**src/rtl/maquina_maluca_pkg.sv**
```systemverilog
// Shared definitions for the coffee-machine sequencing controller:
// state code width, the recipe state codes and the reset state.
package maquina_maluca_pkg;

    localparam int STATE_W = 4;

    typedef logic [STATE_W-1:0] state_t;

    localparam state_t ST_IDLE                = 4'd1;
    localparam state_t ST_LIGAR_MAQUINA       = 4'd2;
    localparam state_t ST_VERIFICAR_AGUA      = 4'd3;
    localparam state_t ST_ENCHER_RESERVATORIO = 4'd4;
    localparam state_t ST_MOER_CAFE           = 4'd5;
    localparam state_t ST_COLOCAR_NO_FILTRO   = 4'd6;
    localparam state_t ST_PASSAR_AGITADOR     = 4'd7;
    localparam state_t ST_TAMPEAR             = 4'd8;
    localparam state_t ST_REALIZAR_EXTRACAO   = 4'd9;

    localparam state_t ST_RESET = ST_IDLE;

endpackage

```
**src/rtl/maquina_maluca_fsm.sv**
```systemverilog
// Moore FSM that walks the brewing recipe once per start request,
// refilling the reservoir when the water flag is clear.
// Ports:
//   clk   - system clock, rising edge
//   rst_n - asynchronous reset, active HIGH despite its name
//   start - brew request, only looked at while idle
//   state - current state code, straight from the state register
module maquina_maluca_fsm
    import maquina_maluca_pkg::*;
(
    input  logic               clk,
    input  logic               rst_n,
    input  logic               start,
    output logic [STATE_W-1:0] state
);

    state_t state_q;
    state_t state_d;
    logic   agua_ok_q;
    logic   agua_ok_d;

    // State and water-flag registers.
    always_ff @(posedge clk or posedge rst_n) begin
        if (rst_n) begin
            state_q   <= ST_RESET;
            agua_ok_q <= 1'b0;
        end else begin
            state_q   <= state_d;
            agua_ok_q <= agua_ok_d;
        end
    end

    // Next-state logic.
    always_comb begin
        state_d   = state_q;
        agua_ok_d = agua_ok_q;
        case (state_q)
            ST_IDLE: begin
                if (start) begin
                    state_d = ST_LIGAR_MAQUINA;
                end
            end
            ST_LIGAR_MAQUINA: begin
                state_d = ST_VERIFICAR_AGUA;
            end
            ST_VERIFICAR_AGUA: begin
                if (agua_ok_q) begin
                    state_d = ST_MOER_CAFE;
                end else begin
                    state_d = ST_ENCHER_RESERVATORIO;
                end
            end
            ST_ENCHER_RESERVATORIO: begin
                state_d   = ST_VERIFICAR_AGUA;
                agua_ok_d = 1'b1;
            end
            ST_MOER_CAFE: begin
                state_d = ST_COLOCAR_NO_FILTRO;
            end
            ST_COLOCAR_NO_FILTRO: begin
                state_d = ST_PASSAR_AGITADOR;
            end
            ST_PASSAR_AGITADOR: begin
                state_d = ST_TAMPEAR;
            end
            ST_TAMPEAR: begin
                state_d = ST_REALIZAR_EXTRACAO;
            end
            ST_REALIZAR_EXTRACAO: begin
                // The brew consumes the water, so the next one refills.
                state_d   = ST_IDLE;
                agua_ok_d = 1'b0;
            end
            default: begin
                // Unused codes recover to idle; the flag is left as is.
                state_d = ST_IDLE;
            end
        endcase
    end

    // Output logic: the state code is exported unchanged.
    always_comb begin
        state = state_q;
    end

endmodule

```
**config.mk**
```make
export PLATFORM = sky130hd
export DESIGN_NAME = maquina_maluca_fsm
export DESIGN_NICKNAME = d
export VERILOG_FILES = /design/src/rtl/maquina_maluca_pkg.sv /design/src/rtl/maquina_maluca_fsm.sv
export SDC_FILE = /design/constraint.sdc
export NUM_CORES = 1
export LEC_CHECK = 0
export ABC_AREA = 1
export CAP_MARGIN = 40
export CORE_AREA = 2 2 39 41
export DETAILED_ROUTE_END_ITERATION = 8
export DIE_AREA = 0 0 41 43
export PLACE_DENSITY = 0.51
export SLEW_MARGIN = 20
export SYNTH_ARGS = -nofsm -noshare
export SYNTH_HDL_FRONTEND = slang
export SYNTH_SLANG_ARGS = --single-unit
```
**constraint.sdc**
```tcl
create_clock -name clk -period 0.9 [get_ports clk]
set_input_delay 0.18 -clock clk [delete_from_list [all_inputs] [get_ports clk]]
set_output_delay 0.18 -clock clk [all_outputs]
set_load 0.005 [all_outputs]
```
==> results of run 1 <==
[what timing repair did]
item                       4_1_cts  5_1_grt
setup endpoints to repair        9        9
pin swaps                        2        4
resized for setup               18        6
[registers in the layout, indices dropped and copies added, names as in the netlist]
| name | count |
|---|---|
| state | 4 |
| agua_ok_q | 1 |
[cell usage after synthesis, drive strengths merged]
cell,instances,area (um2)
a21oi,1,5.00
dfrtp,4,100
dfstp,1,26.3
inv,7,26.3
nand2,13,48.8
nand3,3,15.0
nand3b,1,7.51
nor2,9,38.8
[power by group]
part	leakage [nW]	internal [mW]	switching [mW]
Combinational	0.151	0.451	0.497
Sequential	0.0589	0.351	0.0553
Clock	0.0150	0.168	0.103
Total	0.225	0.971	0.656
[cells by family after synthesis]
kind of cell,count (synthesis),share of synthesized area
AND/OR/NAND/NOR,26,0.411
buffers and inverters,7,0.0981
flip-flops,5,0.472
AO/OA/AOI/OAI,1,0.0187
[area by class of cell]
| type | instances | area, um2 | share of cell area |
|---|---|---|---|
| clock buffer | 4 | 26.3 | 0.0610 |
| inverter | 7 | 26.3 | 0.0610 |
| sequential | 5 | 126 | 0.294 |
| multi-input combinational | 27 | 140 | 0.326 |
| tap | 16 | 20.0 | 0.0465 |
| timing repair buffer | 11 | 91.3 | 0.212 |
[how the worst max path moves through the flow]
stage / startpoint / endpoint / cells after the start
after floorplan: state[0]$_DFFE_PP1P_ / agua_ok_q$_DFFE_PP0P_ / 5
after global placement: state[0]$_DFFE_PP1P_ / state[0] / 1
after detailed placement: state[0]$_DFFE_PP1P_ / state[0] / 1
after CTS: state[0]$_DFFE_PP1P_ / state[0] / 1
after global routing: state[0]$_DFFE_PP1P_ / agua_ok_q$_DFFE_PP0P_ / 6
final: state[0]$_DFFE_PP1P_ / state[0] / 1
[routing by layer]
metal / vias up / global-route usage / routed length (um)
met3: 3 / 0.0785 / 47
li1: 148 / - / -
met2: 7 / 0.106 / 265
met1: 115 / 0.107 / 238
met4: 0 / 0.0600 / 11
met5: - / 0 / 0
==> run metrics, run 1 <==
gpl congestion 0.766; post-route cell area 430 um2; r2r setup slk -0.14 ns; share of layout cells above drive strength 1 0.389; CP cell instances buf_6; # hold bufs at CTS 0; vias in the first global route 245; worst slack, placed -0.270 ns; cell family with most CP delay flip-flops; Synthesized Nets 42; Critical Path RT 0.72 ns; largest net degree at the start of global routing 6; FP Rows 14; clk sinks 5; setup slack after layout -0.156 ns; most frequent cells in the layout 12 x nand2_1, 5 x inv_1, 4 x nor2_1, 4 x dfrtp_1; Post-CTS Setup Repair Bufs 0; core box area 1380 um2; Yosys warnings 0; Syn Area/Cell 6.87 um2; Clk pin slew, worst setup/hold paths 0.05 ns; CTS Buffer Depth 2; Die Ht 43 um; type of the worst min-delay path in -> async; max_cap viols 0; CTS buffer count 3; clk root buf clkbuf_4; Hold Vio Cnt, Final 0; IO Count 7; vias per inst 3.90; failing checks negative setup slack; first-pass GRT wire length 979 um; CTS HTree Levels 1; RR Endpoint agua_ok_q$_DFFE_PP0P_; number of synthesized register bits 5; R2R depth 6; Slowest cell on crit path dfstp_2; clock latency on the worst-skew pair 0.25 ns; antenna viol nets, final 0; Initial Util 0.193; Fmax 0.947 GHz; min cycle time layout 1.06 ns; Non-Filler Instances 70; via count 273; FF-to-FF Start state[0]$_DFFE_PP1P_; total power 1.63 mW; startpoint types register; Power Density 3780 nW/um2; antenna violations before repair 0; Hold Slack 0.141 ns; worst clock skew 0.00282 ns; commonest non-fill, non-tap cell in the layout nand2_1; worst slew pin tran 0.222 ns; Ant. Diodes 0; Avg WL per Cell 8.04 um; RSZ-0062 raised after global routing true; setup_tns -0.699 ns; Die Wd 41 um; nets 58; drt total wl 563 um; placed inst area 388 um2; Crit Path Max Fanout 2; GR Util All Layers 0.0916; Layout fillers 166; IO Port Bufs 6; DRC violations left 0; Netlist cell types 9; Finish-stage setup viols 9; Die ar. 1760 um2; status complete, but fails checks; crit-path max cell delay 0.54 ns; synthesized instance count 39; arrival time worst endpoint 0.88 ns; Placed Instances 66; Slew Limit Fails 0; DP HPWL 440 um; max_slew headroom 0.852; VDD IR max 1000 uV; CP Buf/Inv Count 1; Iteration-0 DRC Markers 3; utilization after layout 0.311; crit path capture type output port; mapped cell area 268 um2; CTS tree yes; sequential fraction of the synthesis area 0.472; DRT Pass-1 Iters 3; Final Cycle Share 1.17; Crit Path Class reg -> out; Area growth syn-to-layout 60.7%; gr ovfl total 0; leak pwr 0.225 nW
Power figures use the tool's default switching activity.
==> run 2: changes to the inputs <==
--- a/config.mk
+++ b/config.mk
@@ -10,7 +10,7 @@
 export CORE_AREA = 2 2 39 41
 export DETAILED_ROUTE_END_ITERATION = 8
 export DIE_AREA = 0 0 41 43
-export PLACE_DENSITY = 0.51
+export PLACE_DENSITY = 0.5
 export SLEW_MARGIN = 20
 export SYNTH_ARGS = -nofsm -noshare
 export SYNTH_HDL_FRONTEND = slang
==> constraint.sdc (replaced) <==
create_clock -name clk -period 1.1 [get_ports clk]
set_input_delay 0.22 -clock clk [delete_from_list [all_inputs] [get_ports clk]]
set_output_delay 0.22 -clock clk [all_outputs]
set_load 0.005 [all_outputs]
==> run 2 against run 1 <==
Against the previous run:
- the run now ends clean
- sequential share of layout area grew 0.17 points
- largest cell class unchanged
- critical path type unchanged
- highest routed layer is now met3
- core utilization fell by 0.18 points
- total power fell by 20%
==> run metrics, run 2 (synthesized netlist as in run 1, its figures left out) <==
status complete, no violations; Layout fillers 161; gpl congestion 0.784; Gate power share 0.587; FP Rows 14; largest net degree at the start of global routing 6; worst slew pin tran 0.211 ns; Die ar. 1760 um2; cell family with most CP delay flip-flops; Sw Ratio 0.399; CTS tree yes; most frequent cells in the layout 13 x nand2_1, 5 x inv_1, 5 x nor2_1, 4 x dfrtp_1, 4 x buf_4; Net Switching 0.519 mW; crit-path max cell delay 0.53 ns; worst clock skew 0.000175 ns; Critical Path RT 0.88 ns; commonest non-fill, non-tap cell in the layout nand2_1; CTS HTree Levels 1; max_slew headroom 0.859; first-pass GRT wire length 1040 um; DP HPWL 445 um; utilization after layout 0.309; setup_tns 0 ns; startpoint types register; Iteration-0 DRC Markers 1; max reg flops 4; crit path capture type output port; clock latency on the worst-skew pair 0.24 ns; Fmax 0.918 GHz; drt total wl 590 um; IO Port Bufs 6; # hold bufs at CTS 0; Power Density 3040 nW/um2; antenna viol nets, final 0; Clk pin slew, worst setup/hold paths 0.04 ns; type of the worst min-delay path in -> async; DRT Pass-1 Iters 4; Ant. Diodes 0; clock network fraction of total power 0.162; Hold Vio Cnt, Final 0; Non-Filler Instances 70; Crit Path Max Fanout 2; vias in the first global route 253; CP cell instances buf_2; RSZ-0062 raised after global routing true; Die Ht 43 um; Finish-stage setup viols 0; nets 58; clk sinks 5; GR Util All Layers 0.0936; Die Wd 41 um; antenna violations before repair 0; CTS Buffer Depth 2; core box area 1380 um2; arrival time worst endpoint 0.87 ns; gr ovfl total 0; min cycle time layout 1.09 ns; vias per inst 4.01; IO Count 7; Initial Util 0.193; share of layout cells above drive strength 1 0.296; via count 281; Area growth syn-to-layout 59.8%; max_cap viols 0; part of the power in registers 0.252; VDD IR max 769 uV; DRC violations left 0; Crit Path Class reg -> out; CP Buf/Inv Count 1; Slew Limit Fails 0; Avg WL per Cell 8.43 um; Final Cycle Share 0.990; CTS buffer count 3; clk root buf clkbuf_4; Slowest cell on crit path dfstp_2; leak pwr 0.221 nW; Pint 0.783 mW; Placed Instances 65
-- run 2: cell types whose count changed in the layout (fill, tap and decap cells not counted), sizes merged --
cell and delta:
clkdlybuf4s15 +3, buf -3
-- run 2: final timing paths --
kind / from / to / slack [ns] / cells after the start
worst max-delay path: state[0]$_DFFE_PP1P_ / state[0] / 0.01 / 1
worst min-delay path: rst_n / agua_ok_q$_DFFE_PP0P_ / 0.19 / 2
worst max register to register: state[0]$_DFFE_PP1P_ / state[1]$_DFFE_PP0P_ / 0.05 / 5
worst min register to register: agua_ok_q$_DFFE_PP0P_ / agua_ok_q$_DFFE_PP0P_ / 0.48 / 2
max in group asynchronous: rst_n / state[0]$_DFFE_PP1P_ / 0.67 / 2
min in group clk: agua_ok_q$_DFFE_PP0P_ / agua_ok_q$_DFFE_PP0P_ / 0.48 / 2
-- run 2: stage by stage --
| step | power (mW) | hold WS, ns | instance area, um2 | setup slack (ns) |
|---|---|---|---|---|
| floorplan | 0.693 | -0.00221 | 268 | 0.137 |
| detailed placement | 1.00 | 0.454 | 378 | -0.113 |
| global placement | 0.999 | 0.451 | 378 | -0.109 |
| global route | 1.44 | 0.217 | 428 | -0.0318 |
| CTS | 1.18 | 0.192 | 395 | 0.00101 |
| finish | 1.30 | 0.186 | 428 | 0.0110 |
-- run 2: cell type report --
| cell class | instances | area, um2 | share of cell area |
|---|---|---|---|
| Inverter | 7 | 28.8 | 0.0673 |
| Tap cell | 16 | 20.0 | 0.0468 |
| Timing Repair Buffer | 11 | 96.3 | 0.225 |
| Clock buffer | 4 | 26.3 | 0.0614 |
| Multi-Input combinational cell | 27 | 130 | 0.304 |
| Sequential cell | 5 | 126 | 0.295 |
-- run 2: worst register-to-register path, cell delays in order (launching register included) --
cell      delay [ns]
dfstp_2         0.53
buf_6           0.11
buf_4           0.11
nand3b_1        0.06
nor2_1          0.09
nor2_1          0.04
-- run 2: power by group through the flow --
| stage | clock network (mW) | registers [mW] | logic, mW |
|---|---|---|---|
| global placement | 0 | 0.325 | 0.675 |
| global route | 0.238 | 0.344 | 0.861 |
| floorplan | 0 | 0.388 | 0.305 |
| CTS | 0.225 | 0.323 | 0.628 |
| detailed placement | 0 | 0.328 | 0.677 |
| finish | 0.210 | 0.328 | 0.764 |
-- run 2: what timing repair did --
action / in CTS / in global routing
setup endpoints to repair: 4 / 7
gates cloned: 0 / 0
gates resized for setup: 7 / 11
hold endpoints to repair: 0 / 0
buffers inserted: 0 / 1
pin swaps: 0 / 2
-- run 2: metal layers --
layer	vias up	share of wire	track usage
met5	-	0	0
met4	0	0	0.0600
met3	0	0.068	0.0628
met2	11	0.49	0.106
met1	124	0.44	0.123
li1	146	-	-
